--- config.mk ---
export PLATFORM = sky130hd
export DESIGN_NAME = universal_shift_reg_param
export DESIGN_NICKNAME = d
export VERILOG_FILES = /design/src/rtl/universal_shift_reg_param.sv
export SDC_FILE = /design/constraint.sdc
export NUM_CORES = 1
export LEC_CHECK = 0
export CORE_MARGIN = 10
export CORE_UTILIZATION = 34
export DETAILED_ROUTE_END_ITERATION = 6
export DONT_BUFFER_PORTS = 1
export GPL_TIMING_DRIVEN = 0
export PLACE_DENSITY_LB_ADDON = 0.05
export SLEW_MARGIN = 5
export SYNTH_ARGS = -nofsm -noshare
export SYNTH_HDL_FRONTEND = slang
export SYNTH_SLANG_ARGS = --single-unit
--- constraint.sdc ---
create_clock -name clk -period 2.45 [get_ports clk]
set_input_delay 0.1225 -clock clk [delete_from_list [all_inputs] [get_ports clk]]
set_output_delay 0.1225 -clock clk [all_outputs]
set_load 0.05 [all_outputs]
--- src/rtl/universal_shift_reg_param.sv ---
// ============================================================================
//  Module      : universal_shift_reg_param
//  Description : WIDTH-bit universal shift register (hold, shifts, rotates,
//                parallel load) with an autonomous MSB-first burst mode.
//  Revision    : 1.0 - initial release
// ============================================================================
`default_nettype none

module universal_shift_reg_param #(
    parameter int WIDTH = 8,
    parameter int CNT_W = $clog2(WIDTH)
) (
    input  logic             clk,
    input  logic             reset,
    input  logic             en,
    input  logic [2:0]       sel,
    input  logic             serial_in,
    input  logic [WIDTH-1:0] inp,
    output logic [WIDTH-1:0] out,
    output logic             msb_out,
    output logic             lsb_out,
    output logic             busy,
    output logic             done
);

    typedef enum logic [0:0] {
        S_IDLE  = 1'b0,
        S_BURST = 1'b1
    } state_t;

    localparam logic [CNT_W-1:0] c_CNT_LAST = CNT_W'(WIDTH - 1);
    localparam logic [CNT_W-1:0] c_CNT_ONE  = CNT_W'(1);

    state_t             r_state_q, w_state_d;
    logic [WIDTH-1:0]   r_out_q,   w_out_d;
    logic [CNT_W-1:0]   r_cnt_q,   w_cnt_d;
    logic               r_busy_q,  w_busy_d;
    logic               r_done_q,  w_done_d;

    always_comb begin
        w_state_d = r_state_q;
        w_out_d   = r_out_q;
        w_cnt_d   = r_cnt_q;
        w_busy_d  = r_busy_q;
        w_done_d  = 1'b0;
        case (r_state_q)
            S_IDLE: begin
                if (en) begin
                    case (sel)
                        3'b000: w_out_d = r_out_q;
                        3'b001: w_out_d = {r_out_q[WIDTH-2:0], serial_in};
                        3'b010: w_out_d = {serial_in, r_out_q[WIDTH-1:1]};
                        3'b011: w_out_d = inp;
                        3'b100: w_out_d = {r_out_q[WIDTH-2:0], r_out_q[WIDTH-1]};
                        3'b101: w_out_d = {r_out_q[0], r_out_q[WIDTH-1:1]};
                        3'b110: w_out_d = {r_out_q[WIDTH-1], r_out_q[WIDTH-1:1]};
                        default: begin
                            w_out_d   = inp;
                            w_cnt_d   = '0;
                            w_busy_d  = 1'b1;
                            w_state_d = S_BURST;
                        end
                    endcase
                end
            end
            default: begin
                // Shift out MSB-first while capturing serial_in at the LSB.
                w_out_d = {r_out_q[WIDTH-2:0], serial_in};
                if (r_cnt_q == c_CNT_LAST) begin
                    w_cnt_d   = '0;
                    w_busy_d  = 1'b0;
                    w_done_d  = 1'b1;
                    w_state_d = S_IDLE;
                end else begin
                    w_cnt_d = r_cnt_q + c_CNT_ONE;
                end
            end
        endcase
    end

    always_ff @(posedge clk) begin
        if (!reset) begin
            r_state_q <= S_IDLE;
            r_out_q   <= '0;
            r_cnt_q   <= '0;
            r_busy_q  <= 1'b0;
            r_done_q  <= 1'b0;
        end else begin
            r_state_q <= w_state_d;
            r_out_q   <= w_out_d;
            r_cnt_q   <= w_cnt_d;
            r_busy_q  <= w_busy_d;
            r_done_q  <= w_done_d;
        end
    end

    assign out     = r_out_q;
    assign msb_out = r_out_q[WIDTH-1];
    assign lsb_out = r_out_q[0];
    assign busy    = r_busy_q;
    assign done    = r_done_q;

endmodule

`default_nettype wire

==> impl_results.rst <==
.. list-table::
   :header-rows: 1

   * - Metric
     - Value
   * - Critical path class
     - reg2reg
   * - Launch instance of the worst min-delay path
     - sel[1]
   * - RD Place Congestion
     - 0.729
   * - Number of fill cells in the layout
     - 262
   * - Register-to-register setup slack
     - 980 ps
   * - Buffers inserted during post-CTS setup optimization
     - 0
   * - Critical R2R Launch
     - out[7]
   * - Post-route DRC violation count
     - 0
   * - Type of the tightest min-delay check
     - in2reg
   * - Stage delay of the slowest cell on the critical path
     - 520 ps
   * - Leakage
     - 0.000354 uW
   * - Largest cells by area after synthesis
     - dfxtp_1 (32%), o21ai_0 (8.6%), a21oi_1 (5.8%)
   * - Aggregate negative setup slack
     - 0 ps
   * - Net Count, Synth
     - 123
   * - FP Rows
     - 18
   * - FF+latch count, synth
     - 14
   * - Final total power
     - 544 uW
   * - Initial antenna violation count
     - 0
   * - Antenna Nets Post-Route
     - 0
   * - GRT overflow
     - 0
   * - Critical R2R Capture
     - out[0]
   * - Global-route wire length before repair
     - 4.09 mm
   * - Dpl cells
     - 136
   * - Max FO, Critical Path
     - 5
   * - Clk Tree Root Cell
     - clkbuf_4
   * - Net count reported at finish
     - 128
   * - YS warnings
     - 0
   * - Mean cell area of the mapped netlist
     - 8.20 um^2
   * - DRC marker count from the first detailed-route iteration
     - 83
   * - VDD IR max
     - 0.346 mV
   * - Via count of the first global-routing pass
     - 764
   * - Hold endpoint
     - out[7]
   * - Cts repair resizes
     - 0
   * - CP Launch Type
     - flop
   * - Post-CTS clock slew at the launch and capture registers of the worst setup and hold paths
     - 100 ps
   * - Part of the cycle the worst path needs
     - 59.9%
   * - Gr usage total
     - 9.91%
   * - Antenna diode count
     - 0
   * - Synthesized instance count
     - 106
   * - Area of the die
     - 4980 um^2
   * - Final worst path period need
     - 1470 ps
   * - Cell with the biggest individual delay on the critical path
     - dfxtp_1
   * - Cells traversed along the worst timing path
     - and3b_1, o21ai_0, nand4_1, a32o_1
   * - Distinct cell type count after synthesis
     - 35
   * - Vias after detailed routing
     - 811
   * - Layout cell share with drive strength beyond 1
     - 13.6%
   * - Final clock skew
     - 5.00 ps
   * - Final routed wire length divided by cell count
     - 18.1 um
   * - Critical path buffers and inverters
     - 0
   * - Number of pins exceeding their max-slew limit in the final report
     - 0
   * - Clock Latency Late Sink
     - 290 ps
   * - Non-filler instance count after layout
     - 140
   * - Number of detailed-routing iterations run before antenna repair
     - 4
   * - Slew of the pin with the lowest slew margin
     - 646 ps
   * - Setup repair after global routing missed its margin
     - no
   * - Number of vias per cell after detailed routing
     - 5.79
   * - Port buffer count
     - 0
   * - Hold-fix buffer count after cts
     - 0
   * - Die boundary height
     - 70.6 um
   * - I/O pin count
     - 27
   * - Mapped cell area
     - 870 um^2
   * - Effective utilization at floorplan
     - 35.4%
   * - CTS Buffer Depth
     - 2
   * - Cell type with the highest aggregate area in the netlist
     - dfxtp_1
   * - Gate family responsible for the most delay along the worst path
     - flip-flops
   * - Hold path cells
     - 3
   * - Pin count of the biggest net entering global routing
     - 11
   * - Run status
     - complete, no violations
   * - Final number of setup-violating endpoints
     - 0
   * - Horiz. Die Dim
     - 70.6 um
   * - Placeable core area
     - 2450 um^2
   * - Worst slew margin
     - 56.8%
   * - Cells on worst reg2reg path
     - 4
   * - Synthesis-to-layout area growth
     - 8.49%
   * - Dpl hpwl
     - 1.92 mm
   * - Register area share after synthesis
     - 32.2%
   * - TritonCTS buffer count
     - 3
   * - Number of levels in the clock H-tree
     - 1
   * - Number of max-capacitance violations reported
     - 0
   * - CP Capture Type
     - flop
   * - Timing-limited maximum frequency
     - 681 MHz
   * - Synth top area share
     - 32.2%
   * - Power per Cell Area
     - 576 nW/um^2
   * - Clock sink total
     - 14
   * - Clock tree from TritonCTS
     - built
   * - Worst Path Arrival
     - 1650 ps
   * - Required time reported for the critical path endpoint
     - 2630 ps
   * - Number of hold violations in the final report
     - 0
   * - Total wire length
     - 2.54 mm
## cell usage in the layout, fill, tap and decap left out, drive strengths merged
cell type / n
a221o: 5
or3: 1
buf: 6
xor2: 1
a21boi: 3
nand2: 7
o221ai: 1
inv: 2
o31ai: 1
nand2b: 1
nor2: 2
and2: 1
clkbuf: 6
a21oi: 11
clkinv: 1
a32o: 2
o21ai: 15
o21bai: 1
and3: 1
o21a: 2
ha: 2
o211ai: 1
nor2b: 7
and3b: 3
dfxtp: 14
nand4: 3
nor3: 2
o31a: 1
nand3: 4
a31oi: 3
## metrics by stage
stage          worst slack [ps]  hold slack [ps]  utilization [%]  cell area [um^2]
2_1_floorplan              1140              377                -               870
3_3_place_gp                989              428             37.0               907
3_5_place_dp               1000              424             37.0               907
4_1_cts                     960              121             38.4               943
5_1_grt                     822              133             38.4               943
6_report                    982              133             38.4               943
## state kept, by name, indices dropped and copies added (netlist names)
name       count
r_cnt_q        3
busy           1
r_state_q      1
done           1
out            8
## report_power, final
group	internal [uW]	total, uW	switching [uW]
sequential	237	281	43.3
clock	90.5	174	83.4
combinational	34.7	89.1	54.4
## cell usage after synthesis (all sizes together)
master,number
a21boi,3
a21oi,11
a221o,5
a31oi,3
a32o,2
and2,1
and3,1
and3b,3
buf,6
clkbuf,2
clkinv,1
dfxtp,14
ha,2
inv,2
nand2,7
nand2b,1
nand3,4
nand4,3
nor2,2
nor2b,7
nor3,2
o211ai,1
o21a,2
o21ai,15
o21bai,1
o221ai,1
o31a,1
o31ai,1
or3,1
xor2,1
## final cells by class
cell class                      count  area (um^2)  share of cell area [%]
Multi-Input combinational cell     81          536                    56.8
Tap cell                           30         37.5                    3.98
Buffer                              8         42.5                    4.51
Inverter                            3         11.3                    1.19
Clock buffer                        4         36.3                    3.85
Sequential cell                    14          280                    29.7
## kinds of logic after synthesis
| logic type | Yosys count | synth area share, % |
|---|---|---|
| compound gates | 46 | 35.4 |
| simple gates | 32 | 22.3 |
| flops | 14 | 32.2 |
| buf+inv | 11 | 6.19 |
| fa+ha+maj | 2 | 2.88 |
| xor+xnor | 1 | 1.01 |
## worst register-to-register path: stages, from the launching register on
cell and delay [ps]:
dfxtp_1 520, and3b_1 280, o21ai_0 180, nand4_1 130
a32o_1 260
## how the worst max path moves through the flow
stage,from,end,cells after the start
after CTS,out[0],out[0],1
after detailed placement,out[7],out[0],4
after global placement,out[7],out[0],4
after global routing,out[7],out[0],4
final,out[7],out[0],4
after floorplan,out[7],out[0],4
## routing by layer
metal | track usage [%] | wire length [um] | vias to the layer above
met3 | 5.44 | 243 | 4
met4 | 1.94 | 19 | 0
met5 | 0 | 0 | -
li1 | - | - | 406
met2 | 14.2 | 1040 | 30
met1 | 12.8 | 1240 | 371
Note: power is estimated with default switching activity, not from simulation.
